--- src/rtl/fwd_hazard_unit_if.sv ---
// ID-stage instruction fields into the forwarding/hazard unit and its
// operand-select, stall and statistics outputs back to the pipeline.
interface fwd_hazard_unit_if #(
    parameter int REG_BITS = 5,
    parameter int CNT_BITS = 16
);
    logic [REG_BITS-1:0] id_rn;
    logic [REG_BITS-1:0] id_rm;
    logic [REG_BITS-1:0] id_rd;
    logic                id_use_rn;
    logic                id_use_rm;
    logic                id_reg_write;
    logic                id_mem_read;
    logic                flush;
    logic [1:0]          fwd_a;
    logic [1:0]          fwd_b;
    logic                stall;
    logic [CNT_BITS-1:0] stall_cnt;

    modport master (
        output id_rn, id_rm, id_rd, id_use_rn, id_use_rm, id_reg_write, id_mem_read, flush,
        input  fwd_a, fwd_b, stall, stall_cnt
    );

    modport slave (
        input  id_rn, id_rm, id_rd, id_use_rn, id_use_rm, id_reg_write, id_mem_read, flush,
        output fwd_a, fwd_b, stall, stall_cnt
    );
endinterface

--- src/rtl/fwd_hazard_unit.sv ---
// Forwarding and load-use hazard controller: shadows rd/control bits of the
// EX, MEM and WB instructions and drives EX operand selects and the stall.
module fwd_hazard_unit #(
    parameter int REG_BITS = 5,
    parameter int ZERO_REG = 31,
    parameter int CNT_BITS = 16
) (
    input logic               clk,
    input logic               reset,
    fwd_hazard_unit_if.slave  bus
);
    localparam logic [REG_BITS-1:0] ZERO = REG_BITS'(ZERO_REG);

    logic [REG_BITS-1:0] ex_rd_q, ex_rd_d, ex_rn_q, ex_rn_d, ex_rm_q, ex_rm_d;
    logic                ex_use_rn_q, ex_use_rn_d, ex_use_rm_q, ex_use_rm_d;
    logic                ex_reg_write_q, ex_reg_write_d, ex_mem_read_q, ex_mem_read_d;
    logic [REG_BITS-1:0] mem_rd_q, mem_rd_d, wb_rd_q, wb_rd_d;
    logic                mem_reg_write_q, mem_reg_write_d, wb_reg_write_q, wb_reg_write_d;
    logic [CNT_BITS-1:0] stall_cnt_q, stall_cnt_d;
    logic                hazard;
    logic                stall;

    // MEM holds the younger producer, so it is checked before WB.
    function automatic logic [1:0] fwd_sel(
        input logic                use_src,
        input logic [REG_BITS-1:0] src,
        input logic                mem_wr,
        input logic [REG_BITS-1:0] mem_rd,
        input logic                wb_wr,
        input logic [REG_BITS-1:0] wb_rd
    );
        if (!use_src || src == ZERO) return 2'b00;
        if (mem_wr && mem_rd == src) return 2'b01;
        if (wb_wr && wb_rd == src)   return 2'b10;
        return 2'b00;
    endfunction

    always_comb begin
        hazard = ex_mem_read_q && ex_reg_write_q && (ex_rd_q != ZERO) &&
                 ((bus.id_use_rn && bus.id_rn == ex_rd_q) ||
                  (bus.id_use_rm && bus.id_rm == ex_rd_q));
        // Gated by reset so the stall never reflects ID inputs while in reset.
        stall = hazard && !bus.flush && reset;
    end

    assign bus.stall     = stall;
    assign bus.stall_cnt = stall_cnt_q;
    assign bus.fwd_a = fwd_sel(ex_use_rn_q, ex_rn_q, mem_reg_write_q, mem_rd_q,
                               wb_reg_write_q, wb_rd_q);
    assign bus.fwd_b = fwd_sel(ex_use_rm_q, ex_rm_q, mem_reg_write_q, mem_rd_q,
                               wb_reg_write_q, wb_rd_q);

    always_comb begin
        mem_rd_d        = ex_rd_q;
        mem_reg_write_d = ex_reg_write_q;
        wb_rd_d         = mem_rd_q;
        wb_reg_write_d  = mem_reg_write_q;

        ex_rd_d        = ZERO;
        ex_rn_d        = ZERO;
        ex_rm_d        = ZERO;
        ex_use_rn_d    = 1'b0;
        ex_use_rm_d    = 1'b0;
        ex_reg_write_d = 1'b0;
        ex_mem_read_d  = 1'b0;
        if (!stall && !bus.flush) begin
            ex_rd_d        = bus.id_rd;
            ex_rn_d        = bus.id_rn;
            ex_rm_d        = bus.id_rm;
            ex_use_rn_d    = bus.id_use_rn;
            ex_use_rm_d    = bus.id_use_rm;
            ex_reg_write_d = bus.id_reg_write;
            ex_mem_read_d  = bus.id_mem_read;
        end

        stall_cnt_d = stall_cnt_q;
        if (stall && stall_cnt_q != {CNT_BITS{1'b1}}) begin
            stall_cnt_d = stall_cnt_q + CNT_BITS'(1);
        end
    end

    always_ff @(posedge clk) begin
        if (!reset) begin
            ex_rd_q         <= ZERO;
            ex_rn_q         <= ZERO;
            ex_rm_q         <= ZERO;
            ex_use_rn_q     <= 1'b0;
            ex_use_rm_q     <= 1'b0;
            ex_reg_write_q  <= 1'b0;
            ex_mem_read_q   <= 1'b0;
            mem_rd_q        <= ZERO;
            mem_reg_write_q <= 1'b0;
            wb_rd_q         <= ZERO;
            wb_reg_write_q  <= 1'b0;
            stall_cnt_q     <= '0;
        end else begin
            ex_rd_q         <= ex_rd_d;
            ex_rn_q         <= ex_rn_d;
            ex_rm_q         <= ex_rm_d;
            ex_use_rn_q     <= ex_use_rn_d;
            ex_use_rm_q     <= ex_use_rm_d;
            ex_reg_write_q  <= ex_reg_write_d;
            ex_mem_read_q   <= ex_mem_read_d;
            mem_rd_q        <= mem_rd_d;
            mem_reg_write_q <= mem_reg_write_d;
            wb_rd_q         <= wb_rd_d;
            wb_reg_write_q  <= wb_reg_write_d;
            stall_cnt_q     <= stall_cnt_d;
        end
    end
endmodule

--- src/flat_wrapper.sv ---
// flat-port wrapper written by rule: the top's interface ports become plain ports
module fwd_hazard_unit_flat 
#(
    parameter int REG_BITS = 5,
    parameter int ZERO_REG = 31,
    parameter int CNT_BITS = 16
)
  (clk, reset, bus_id_rn, bus_id_rm, bus_id_rd, bus_id_use_rn, bus_id_use_rm, bus_id_reg_write, bus_id_mem_read, bus_flush, bus_fwd_a, bus_fwd_b, bus_stall, bus_stall_cnt);
  fwd_hazard_unit_if #(.REG_BITS(REG_BITS), .CNT_BITS(CNT_BITS)) bus_i ();
  input logic clk;
  input logic reset;
  input wire logic [$bits(bus_i.id_rn)-1:0] bus_id_rn;
  input wire logic [$bits(bus_i.id_rm)-1:0] bus_id_rm;
  input wire logic [$bits(bus_i.id_rd)-1:0] bus_id_rd;
  input wire logic [$bits(bus_i.id_use_rn)-1:0] bus_id_use_rn;
  input wire logic [$bits(bus_i.id_use_rm)-1:0] bus_id_use_rm;
  input wire logic [$bits(bus_i.id_reg_write)-1:0] bus_id_reg_write;
  input wire logic [$bits(bus_i.id_mem_read)-1:0] bus_id_mem_read;
  input wire logic [$bits(bus_i.flush)-1:0] bus_flush;
  output wire logic [$bits(bus_i.fwd_a)-1:0] bus_fwd_a;
  output wire logic [$bits(bus_i.fwd_b)-1:0] bus_fwd_b;
  output wire logic [$bits(bus_i.stall)-1:0] bus_stall;
  output wire logic [$bits(bus_i.stall_cnt)-1:0] bus_stall_cnt;
  assign bus_i.id_rn = bus_id_rn;
  assign bus_i.id_rm = bus_id_rm;
  assign bus_i.id_rd = bus_id_rd;
  assign bus_i.id_use_rn = bus_id_use_rn;
  assign bus_i.id_use_rm = bus_id_use_rm;
  assign bus_i.id_reg_write = bus_id_reg_write;
  assign bus_i.id_mem_read = bus_id_mem_read;
  assign bus_i.flush = bus_flush;
  assign bus_fwd_a = bus_i.fwd_a;
  assign bus_fwd_b = bus_i.fwd_b;
  assign bus_stall = bus_i.stall;
  assign bus_stall_cnt = bus_i.stall_cnt;
  fwd_hazard_unit #(.REG_BITS(REG_BITS), .ZERO_REG(ZERO_REG), .CNT_BITS(CNT_BITS)) u_core (.clk(clk), .reset(reset), .bus(bus_i));
endmodule
--- config.mk ---
export PLATFORM = sky130hd
export DESIGN_NAME = fwd_hazard_unit_flat
export DESIGN_NICKNAME = d
export VERILOG_FILES = /design/src/rtl/fwd_hazard_unit_if.sv /design/src/rtl/fwd_hazard_unit.sv /design/src/flat_wrapper.sv
export SDC_FILE = /design/constraint.sdc
export NUM_CORES = 1
export LEC_CHECK = 0
export BUFFER_PORTS_ARGS = -buffer_cell sky130_fd_sc_hd__buf_2
export CAP_MARGIN = 20
export CORE_ASPECT_RATIO = 0.5
export CORE_MARGIN = 3
export CORE_UTILIZATION = 50
export DETAILED_ROUTE_END_ITERATION = 10
export PLACE_DENSITY = 0.72
export SLEW_MARGIN = 10
export SYNTH_ARGS = -nofsm -noshare
export SYNTH_HDL_FRONTEND = slang
export SYNTH_SLANG_ARGS = --single-unit
--- constraint.sdc ---
create_clock -name clk -period 2.1 [get_ports clk]
set_input_delay 0.42 -clock clk [delete_from_list [all_inputs] [get_ports clk]]
set_output_delay 0.42 -clock clk [all_outputs]
set_load 0.02 [all_outputs]
* Word-level counts from Yosys, hierarchy flattened
Cells that the tools add are included.
** Storage, ports and cells
- Memories :: 0
- Bits in writable memories :: 0
- Bits in latches :: 0
- Memory bits (read-only) :: 0
- Logic and storage cells :: 68
- Output and inout bits :: 21
- Flip-flop bits (word level) :: 47
** Cells by class
- Shift operators :: 0
- Multiplexer cells :: 24
- Multipliers :: 0
- Magnitude comparators :: 0
- Eq/ne operators :: 10
- Add/sub/neg operators :: 1
- Reductions and logical operators :: 21
- Divide/modulo/power cells :: 0
- Bitwise gates (word level) :: 0
** Operator list (number)
- $eq A5 B5 Y1 :: 6
- $mux W2 :: 12
- $add A16 B1 Y16 const B :: 1
- $ne A16 B16 Y1 const B :: 1
- $logic_and A1 B1 Y1 :: 13
- $mux W1 :: 12
- $eq A5 B5 Y1 const B :: 2
- $ne A5 B5 Y1 const B :: 1
- $logic_not A1 Y1 :: 4
- $logic_or A1 B1 Y1 :: 3
- $reduce_and A2 Y1 :: 1

* Longest topological paths before layout
Gate-level depths: netlist of run 1.
- Depth after elaboration :: 9
- Mapped depth :: 9

* Least setup slack after synthesis of run 1
No wires, ideal clock.
- Path type :: register to register
- From :: reg u_core.stall_cnt_q[0], in the netlist u_core.bus.stall_cnt[0]
- To :: reg u_core.stall_cnt_q[6], in the netlist u_core.bus.stall_cnt[6]
- Path slack :: 142 ps
- Arrival time :: 1888 ps
- Clock period less this slack :: 1958 ps
- Cell stages (with the launch flop) :: 9
- Library setup time :: 70 ps
- Path through :: dfxtp_1 ha_1 and3_1 buf_2 nand4_1 o21ai_2 buf_6 or4_1 a21oi_1
** Between the ends
- Word-level cells in the longest chain between the ends :: 2
** RTL lines
- start: declaration :: line fwd_hazard_unit.sv:19 : logic [CNT_BITS-1:0] stall_cnt_q, stall_cnt_d;
- start signal: assignment :: line fwd_hazard_unit.sv:108 : stall_cnt_q <= stall_cnt_d;
- branches (longest 2 deep; another with $add A16 B1 Y16)
Parallel ways; which one is timed is not known.
A chain may end at the register's enable or synchronous reset.

* Worst setup path in the final report of run 1
- From :: reg u_core.mem_rd_q[2]
- To :: out bus_fwd_b[1]
** Between the ends
- Word-level cells in the longest chain between the ends :: 7
** RTL lines
- start: declaration :: line fwd_hazard_unit.sv:17 : logic [REG_BITS-1:0] mem_rd_q, mem_rd_d, wb_rd_q, wb_rd_d;
- start signal: assignment :: line fwd_hazard_unit.sv:104 : mem_rd_q <= mem_rd_d;
- $eq A5 B5 Y1 * :: line fwd_hazard_unit.sv:33 : if (mem_wr && mem_rd == src) return 2'b01;
- $logic_and A1 B1 Y1 * :: line fwd_hazard_unit.sv:33
- $mux W2 :: line fwd_hazard_unit.sv:33
- $mux W2 :: line fwd_hazard_unit.sv:34 : if (wb_wr && wb_rd == src) return 2'b10;
- $mux W2 :: line fwd_hazard_unit.sv:35 : return 2'b00;
- $mux W2 * :: line fwd_hazard_unit.sv:34
- $mux W2 * :: line fwd_hazard_unit.sv:33
- end: declaration :: line flat_wrapper.sv:21 : output wire logic [$bits(bus_i.fwd_b)-1:0] bus_fwd_b;
Every way passes the cells marked *; elsewhere a longest branch is shown, timed or not. The select of a mux whose other input is x is not followed.

==> summary.md, run 1 <==
| Metric | Value |
|---|---|
| Worst VDD drop | `roughly 0.28 mV` |
| Sequential share of the synthesized area | `between 40% and 50%` |
| Non-Filler Instances | `325` |
| Status | `finished, final reports clean` |
| Slew of the pin with the lowest slew margin | `roughly 0.43 ns` |
| Clock sinks | `47` |
| Post-synth top flop | `dfxtp_1` |
| CTS clk-pin slew, worst paths | `about 0.090 ns` |
| Synth Area in Compound Gates | `between 10% and 20%` |
| Average wire per standard cell | `13.3 um` |
| GRT Total Usage | `approximately 17%` |
| Port bufs | `42` |
| Clock power share | `between 30% and 40%` |
| H-tree Lvls | `2` |
| Max_cap viols | `0` |
| Post-DR vias/cell | `between 5 and 6` |
| RSZ-0062 raised after global routing | `no` |
| Crit start category | `register` |
| Placed cells | `roughly 320` |
| Synth Area in Simple Gates | `between 20% and 30%` |
| Dominant cells by area after synthesis | `dfxtp_1 (44%), xor2_1 (6.5%), xnor2_1 (5.7%)` |
| Share of layout cells above drive strength 1 | `roughly a quarter` |
| Mapped Area | `~2100 um^2` |
| Main combinational cell family by area after synthesis | `simple AND/OR/NAND/NOR gates` |
| Final number of max-transition violations | `0` |
| Post-synth ARST share | `0%` |
| Diodes inserted | `0` |
| First-pass GRT wire length | `between 7000 and 8000 um` |
| Adder-cell area share of the yosys netlist | `less than 1%` |
| Worst Skew | `between 0.005 and 0.006 ns` |
| Minimum clock period | `between 1.5 and 2 ns` |
| Post-synthesis mux area share | `0.935%` |
| Total wire length | `between 4000 and 5000 um` |
| Static Leak | `roughly 1 nW` |
| NetSw | `0.375 mW` |
| Slew headroom | `71.1%` |
| Post-synth top area cell | `dfxtp_1` |
| Crit path max fanout | `3` |
| Setup violations, final | `0` |
| Area after DPL | `between 2000 and 2500 um^2` |
| Cell count after synthesis | `roughly 220` |
| Synth cell types | `39` |
| Die ar. | `5150 um^2` |
| Power density cells | `between 600 and 700 nW/um^2` |
| Final hold vios | `0` |
| Synth-to-Final Area Change | `19.4%` |
| Rows | `16` |
| Root buffer cell | `clkbuf_8` |
| Pin count of the biggest net entering global routing | `29` |
| Flops & latches, synth | `47` |
| Clock Tree Buf Depth | `2` |
| Post-Synth XOR/XNOR Area | `between 10% and 20%` |
| Combinational Power Share | `7.5%` |
| Final Worst Setup Slack | `approximately 0.11 ns` |
| Total core area | `approximately 4000 um^2` |
| Nets@finish | `293` |
| Syn_area_per_cell | `between 9 and 10 um^2` |
| Antenna violations before repair | `0` |
| DRC violations left | `0` |
| CTS Buf Count | `5` |
| Final antenna-violating net count | `0` |
| Yosys warning total | `0` |
| Hold Path Class | `in -> reg` |
| Post-CTS Setup Inserts | `0` |
| CP Data Arrival Time | `1.57 ns` |
| Initial Utilization | `53.5%` |
| Place WS | `0.0685 ns` |
| Die Y | `52.3 um` |
| Cell Int Power | `around 1.2 mW` |
| Critical path class | `reg -> out` |
| Crit share post-route | `between 90% and 100%` |
| Fin area | `approximately 2600 um^2` |
| Flop pwr share | `around 57%` |
| Yosys top cell area share | `43.9%` |
| Final Wtd Congestion | `roughly 0.84` |
| Vias in the first global route | `1571` |
| Initial drt markers | `43` |
| Grt ovf | `0` |
| I/O pins | `43` |
| Sw frac | `between 20 and 25%` |
| Clk_lat worst skew | `around 0.30 ns` |
| Dpl hpwl | `approximately 3300 um` |
| Die width | `slightly below 100 um` |
| Via count | `between 1500 and 2000` |
| EDFF count, synth | `0` |
| WP data required | `between 1.5 and 2 ns` |
| Setup crit end kind | `primary output` |
| Setup_tns | `0 ns` |
| TritonCTS clock tree | `yes` |
| Fmax | `between 500 and 600 MHz` |
| Syn nets | `~240` |
| 1st-pass router iterations | `5` |
[area by class of cell]
type                            instances  area (um^2)
Clock buffer                            6         82.6
Clock inverter                          2         16.3
Fill cell                             347         1450
Inverter                                2         7.51
Multi-Input combinational cell        163         1160
Sequential cell                        47          943
Tap cell                               54         67.6
Timing Repair Buffer                   51          280
[cells by family after synthesis]
kind of cell / count (synthesis)
buffers and inverters: 11
xor gates and xnor gates: 30
adders and majority gates: 1
DFF: 47
and+or+nand+nor: 94
AOI/OAI and AO/OA: 36
muxes: 2
[worst paths after layout]
check / startpoint / endpoint / slack (ns) / cells after the start
setup / recovery: u_core.mem_rd_q[2] / bus_fwd_b[1] / 0.11 / 5
hold / removal: bus_id_rd[3] / u_core.ex_rd_q[3] / 0.30 / 2
setup reg to reg: u_core.ex_rd_q[0] / u_core.bus.stall_cnt[13] / 0.17 / 5
hold reg to reg: u_core.ex_reg_write_q / u_core.mem_reg_write_q / 0.49 / 1
[cells in the mapped netlist, drive strengths merged (2+ instances only)]
cell type   n
nor3b       2
nor4        4
nor2        2
nand2b     19
o31ai       9
and4        2
or2b        8
xor2       16
and3        7
nor3        2
o21ai       5
nand4       6
or4         9
buf         6
xnor2      14
nand2      10
clkbuf      3
mux2i       2
o21a        3
nand3      14
a21oi      11
and2        7
dfxtp      47
inv         2
[worst max-delay path, cell delays in order (launching register included)]
cell	delay [ns]
dfxtp_1	0.35
xor2_1	0.16
nor4_1	0.28
nand3_1	0.15
nor3b_2	0.17
buf_4	0.16
[flip-flops by register name, summed over array words and instances, names as in the netlist]
name	count
u_core.ex_reg_write_q	1
u_core.mem_reg_write_q	1
u_core.wb_rd_q	5
u_core.wb_reg_write_q	1
u_core.ex_mem_read_q	1
u_core.mem_rd_q	5
u_core.ex_use_rm_q	1
u_core.ex_use_rn_q	1
u_core.ex_rn_q	5
u_core.ex_rd_q	5
u_core.ex_rm_q	5
u_core.bus.stall_cnt	16
[repair_timing]
action                     in CTS  in global routing
hold buffers                    0                  0
resized for setup               0                  8
setup endpoints to repair       0                 11
[power by group through the flow]
stage | sequential (mW) | combinational, mW | clock [mW]
2_1_floorplan | 0.947 | 0.0805 | 0
3_3_place_gp | 0.953 | 0.114 | 0
3_5_place_dp | 0.953 | 0.116 | 0
4_1_cts | 0.932 | 0.117 | 0.584
5_1_grt | 0.934 | 0.136 | 0.611
6_report | 0.932 | 0.121 | 0.567
[cell usage in the layout (no fill, tap or decap), types with 3 or more instances in the layout]
cell type,instances
nand3_1,14
xor2_1,16
a21oi_1,11
nand4_1,6
and3_1,6
clkbuf_8,6
or2b_1,8
dfxtp_1,45
xnor2_1,14
o31ai_1,9
and2_1,7
nand2_1,10
buf_4,10
or4_1,9
nand2b_1,19
o21ai_0,4
buf_2,41
o21a_1,3
[metal layers]
layer | vias to the layer above | track usage, % | routed length, um
li1 | 886 | - | -
met1 | 807 | 20.1 | 1930
met2 | 23 | 32.4 | 2240
met3 | 2 | 3.98 | 125
met4 | 0 | 4.31 | 16
met5 | - | 0 | 0
[stage by stage]
| stage | power (mW) | hold slack [ns] | util (%) |
|---|---|---|---|
| finish | 1.62 | 0.296 | 63.9 |
| detailed placement | 1.07 | 0.471 | 60.5 |
| global placement | 1.07 | 0.464 | 60.5 |
| global route | 1.68 | 0.291 | 63.9 |
| CTS | 1.63 | 0.286 | 63.0 |
| floorplan | 1.03 | 0.430 | - |
(Power assumes the default switching activity.)
==> inputs of run 2 (changes only) <==
CORE_ASPECT_RATIO = 1.1   (was 0.5)
==> run 2 against run 1 <==
  * Fmax decreased by 0.60%
  * Non-clock buffer count unchanged
  * Critical path type unchanged
  * Combinational power barely moved
  * Critical endpoint is now bus_stall
  * Via count grew 0.12%
  * Register-to-register slack hardly changed
  * Final area hardly changed
==> summary.md, run 2 (synthesis gave the netlist of run 1 again) <==
| Metric | Value |
|---|---|
| Setup violations, final | `0` |
| Worst Skew | `0.00646 ns` |
| Clk_lat worst skew | `0.30 ns` |
| Hold Path Class | `in -> reg` |
| Flop pwr share | `between 50% and 60%` |
| Root buffer cell | `clkbuf_8` |
| Combinational Power Share | `under 10%` |
| Status | `finished, final reports clean` |
| Synth-to-Final Area Change | `19.5%` |
| Power density cells | `approximately 680 nW/um^2` |
| Die Y | `about 75 um` |
| NetSw | `between 0.3 and 0.4 mW` |
| Rows | `24` |
| Worst VDD drop | `~0.54 mV` |
| Via count | `roughly 1700` |
| WP data required | `around 1.7 ns` |
| TritonCTS clock tree | `yes` |
| Pin count of the biggest net entering global routing | `29` |
| Slew of the pin with the lowest slew margin | `~0.53 ns` |
| Antenna violations before repair | `0` |
| Setup_tns | `0 ns` |
| Max_cap viols | `0` |
| Post-CTS Setup Inserts | `0` |
| Slew headroom | `approximately two thirds` |
| 1st-pass router iterations | `4` |
| Commonest non-fill, non-tap cells in the layout | `buf_2 (41), dfxtp_1 (40), nand2b_1 (19)` |
| Setup crit end kind | `primary output` |
| Total wire length | `4520 um` |
| Post-DR vias/cell | `5.33` |
| Fmax | `between 500 and 600 MHz` |
| Diodes inserted | `0` |
| Die width | `68.4 um` |
| Hold WS | `0.290 ns` |
| Nets@finish | `around 290` |
| H-tree Lvls | `2` |
| CTS clk-pin slew, worst paths | `0.09 ns` |
| Final hold vios | `0` |
| Minimum clock period | `2.00 ns` |
| Final Wtd Congestion | `about 0.81` |
| Clock Tree Buf Depth | `2` |
| First-pass GRT wire length | `between 7000 and 8000 um` |
| Static Leak | `roughly 0.99 nW` |
| Final antenna-violating net count | `0` |
| Non-Filler Instances | `323` |
| Port bufs | `42` |
| Initial Utilization | `52.8%` |
| Hold path depth | `2` |
| Most common cell after layout, fill and taps aside | `buf_2` |
| Cell Int Power | `around 1.3 mW` |
| I/O pins | `43` |
| CP Data Arrival Time | `1.58 ns` |
| CTS Buf Count | `5` |
| Crit path max fanout | `4` |
| Worst r2r path cells | `5` |
| Max FFs per register | `16` |
| Critical path class | `reg -> out` |
| Die ar. | `slightly above 5000 um^2` |
| DRC violations left | `0` |
| Final number of max-transition violations | `0` |
| Average wire per standard cell | `between 10 and 15 um` |
| Clock power share | `between 30% and 40%` |
| RSZ-0062 raised after global routing | `yes` |
| Share of layout cells above drive strength 1 | `about a quarter` |
| Clock sinks | `47` |
| Initial drt markers | `89` |
| Hold-fix buffers, CTS | `0` |
| Total core area | `4050 um^2` |
| Vias in the first global route | `1518` |
| Placed cells | `around 320` |
| GRT Total Usage | `a little under a fifth` |
| Grt ovf | `0` |
| Sw frac | `22.9%` |
| Crit start category | `register` |
| Crit share post-route | `95.2%` |
| Dpl hpwl | `~3300 um` |
## run 2: changes by cell type in the layout (fill, tap and decap cells not counted)
cell       delta
o22ai_1       +1
clkbuf_8      -1
inv_6         +1
bufinv_16     +1
clkinv_4      -1
nor4_2        -2
dfxtp_2       +5
nor4_1        +2
dfxtp_1       -5
o22ai_2       -1
## run 2: routing by layer
layer / vias to the layer above / part of all wire [%] / global-route usage (%)
met4: 0 / 1.2 / 6.40
met1: 795 / 50 / 27.0
met5: - / 0 / 0
li1: 888 / - / -
met2: 31 / 44 / 27.8
met3: 6 / 4.1 / 5.07
## run 2: worst max-delay path: stages (launching register included)
cell     delay [ns]
dfxtp_1        0.43
xnor2_1        0.15
nand4_1        0.16
o22ai_1        0.23
and2_1         0.16
buf_2          0.16
## run 2: path summary, 6_finish.rpt
check                                      startpoint                  endpoint  slack, ns
worst max register to register      u_core.ex_rd_q[0]  u_core.bus.stall_cnt[14]       0.16
worst min register to register  u_core.ex_reg_write_q    u_core.mem_reg_write_q       0.46
worst min-delay path                     bus_id_rd[1]         u_core.ex_rd_q[1]       0.29
worst max-delay path                u_core.ex_rd_q[0]                 bus_stall       0.10
## run 2: area by class of cell
type	instances	area, um^2
multi-input cells	163	1140
flip-flops and latches	47	950
repair buffers	51	280
inverters	2	7.51
clock inverters	3	46.3
well taps	52	65.1
fillers	339	1500
clock buffers	5	68.8
## run 2: through the flow
| step | worst slack [ns] | power, mW | area, um^2 | utilization [%] |
|---|---|---|---|---|
| 2_1_floorplan | 0.142 | 1.03 | 2140 | - |
| 3_3_place_gp | 0.117 | 1.07 | 2420 | 59.7 |
| 3_5_place_dp | 0.0535 | 1.07 | 2420 | 59.7 |
| 4_1_cts | 0.0661 | 1.74 | 2530 | 62.5 |
| 5_1_grt | -0.0211 | 1.79 | 2560 | 63.1 |
| 6_report | 0.100 | 1.73 | 2560 | 63.1 |
## run 2: what timing repair did
| action | in CTS | in global routing |
|---|---|---|
| hold endpoints to repair | 0 | 0 |
| setup endpoints to repair | 0 | 10 |
| resized for setup | 0 | 10 |
## run 2: power groups by stage
| stage | Combinational [mW] | Sequential [mW] | Clock (mW) |
|---|---|---|---|
| 4_1_cts | 0.118 | 0.932 | 0.687 |
| 3_5_place_dp | 0.117 | 0.953 | 0 |
| 6_report | 0.118 | 0.933 | 0.679 |
| 5_1_grt | 0.130 | 0.936 | 0.723 |
| 3_3_place_gp | 0.115 | 0.953 | 0 |
| 2_1_floorplan | 0.0805 | 0.947 | 0 |
==> inputs of run 3 (changes only) <==
CORE_UTILIZATION = 49   (was 50)
PLACE_DENSITY = not set   (was 0.72)
PLACE_DENSITY_LB_ADDON = 0.05   (was not set)
clock period = 1.79 ns   (was 2.1 ns; I/O delays follow)
==> run 3 against run 2 <==
  * The flow now finishes with violations (setup timing)
  * Clock skew up 0.0020 ns
  * Worst hold slack worse by 0.061 ns
  * Highest routed layer unchanged
  * Core utilization rose by 13 points
  * Non-clock buffer count grew 29
  * Sequential power rose by 17%
  * Critical endpoint unchanged
  * Clock power increased by 17%
==> summary.md, run 3 (synthesis gave the netlist of run 1 again) <==
| Metric | Value |
|---|---|
| Initial Utilization | `52.5%` |
| Minimum clock period | `around 1.9 ns` |
| Clock sinks | `47` |
| Worst VDD drop | `around 0.67 mV` |
| Final antenna-violating net count | `0` |
| Rows | `24` |
| Via count | `a little under 2000` |
| Tot Pwr | `between 2 and 2.5 mW` |
| Average wire per standard cell | `between 15 and 20 um` |
| Most common cell after layout, fill and taps aside | `buf_2` |
| DRC violations left | `0` |
| Setup violations, final | `14` |
| Static Leak | `~1.2 nW` |
| Crit path max fanout | `3` |
| Critical path class | `reg -> out` |
| CTS clk-pin slew, worst paths | `approximately 0.080 ns` |
| Status | `complete, but fails checks` |
| Final Worst Setup Slack | `-0.157 ns` |
| Hold-fix buffers, CTS | `0` |
| Die width | `~69 um` |
| Crit share post-route | `109%` |
| Failing checks | `setup timing` |
| 1st-pass router iterations | `4` |
| Pin count of the biggest net entering global routing | `22` |
| Final number of max-transition violations | `0` |
| Nets@finish | `roughly 330` |
| Filler cells | `~310` |
| Max_cap viols | `0` |
| WP data required | `1.43 ns` |
| Die Y | `approximately 75 um` |
| Clock Tree Buf Depth | `2` |
| Area occupied by multi-input gates | `about 1400 um^2` |
| Diodes inserted | `0` |
| Hold WS | `approximately 0.23 ns` |
| Dpl hpwl | `roughly 3600 um` |
| Slew of the pin with the lowest slew margin | `roughly 0.48 ns` |
| Fin area | `between 3000 and 4000 um^2` |
| Final hold vios | `0` |
| Die ar. | `~5200 um^2` |
| Synth-to-Final Area Change | `44.8%` |
| Place WS | `-0.161 ns` |
| Total core area | `between 4000 and 5000 um^2` |
| Commonest non-fill, non-tap cells in the layout | `buf_2 (37), buf_4 (33), dfxtp_1 (29)` |
| First-pass GRT wire length | `~8400 um` |
| Area after DPL | `about 2600 um^2` |
| Root buffer cell | `clkbuf_8` |
| Antenna violations before repair | `0` |
| GRT Total Usage | `20.3%` |
| CP Data Arrival Time | `about 1.6 ns` |
| Grt ovf | `0` |
| Max FFs per register | `16` |
| Power density cells | `674 nW/um^2` |
| Port bufs | `42` |
| Share of layout cells above drive strength 1 | `47.9%` |
| Vias in the first global route | `between 1500 and 2000` |
| Final Wtd Congestion | `between 0.8 and 0.9` |
| CTS Buf Count | `5` |
| RSZ-0062 raised after global routing | `yes` |
| Slew headroom | `approximately two thirds` |
| H-tree Lvls | `2` |
| Clk_lat worst skew | `around 0.31 ns` |
| Post-DR vias/cell | `~5.5` |
| Worst Skew | `between 0.008 and 0.009 ns` |
| Setup crit end kind | `primary output` |
| TritonCTS clock tree | `yes` |
| Fmax | `just over 500 MHz` |
| Hold Path Class | `in -> reg` |
| Total wire length | `roughly 5500 um` |
| I/O pins | `between 40 and 50` |
| Initial drt markers | `96` |
| Register area | `between 900 and 1000 um^2` |
| Crit start category | `register` |
## run 3: cell type report
| type | count | area share (%) |
|---|---|---|
| multi-input cells | 168 | 44.9 |
| flip-flops and latches | 47 | 31.4 |
| repair buffers | 80 | 17.6 |
| clock inverters | 3 | 1.53 |
| clock buffers | 5 | 2.22 |
| inverters | 2 | 0.242 |
| well taps | 52 | 2.10 |
## run 3: per-stage QoR
| step | utilization, % | std cells | setup TNS, ns |
|---|---|---|---|
| floorplan | - | 221 | 0 |
| global placement | 63.4 | 335 | -1.26 |
| detailed placement | 63.4 | 335 | -1.90 |
| CTS | 69.9 | 349 | -0.706 |
| global route | 75.9 | 357 | -2.73 |
| finish | 75.9 | 357 | -1.26 |
## run 3: routing by layer
metal  part of all wire [%]  global-route usage [%]  vias to the layer above
li1                       -                       -                      969
met2                     48                    32.5                       58
met5                      0                       0                        -
met1                     46                    28.0                      932
met4                    1.1                    6.51                        0
met3                    5.1                    4.09                        6
## run 3: worst paths after layout
kind / end / startpoint / cells after the start / slack [ns]
worst max-delay path: bus_stall / u_core.ex_rd_q[4] / 5 / -0.16
worst min-delay path: u_core.ex_rd_q[0] / bus_id_rd[0] / 2 / 0.23
worst max register to register: u_core.bus.stall_cnt[14] / u_core.ex_rd_q[4] / 6 / -0.10
worst min register to register: u_core.wb_rd_q[3] / u_core.mem_rd_q[3] / 1 / 0.47
## run 3: worst max-delay path, cell delays in order (launching register included)
cell	delay, ns
dfxtp_4	0.37
xnor2_2	0.17
nand4_1	0.21
o22ai_2	0.24
and2_4	0.18
buf_6	0.11
## run 3: what timing repair did
| action | 4_1_cts | 5_1_grt |
|---|---|---|
| setup buffers | 4 | 5 |
| gates resized for setup | 29 | 41 |
| pin swaps | 16 | 31 |
| setup endpoints to repair | 20 | 27 |
| gates cloned | 2 | 3 |
## run 3: power breakdown
group	total, mW	internal [mW]	switching (mW)
clock	0.796	0.423	0.373
sequential	1.09	1.07	0.0261
combinational	0.203	0.108	0.0944
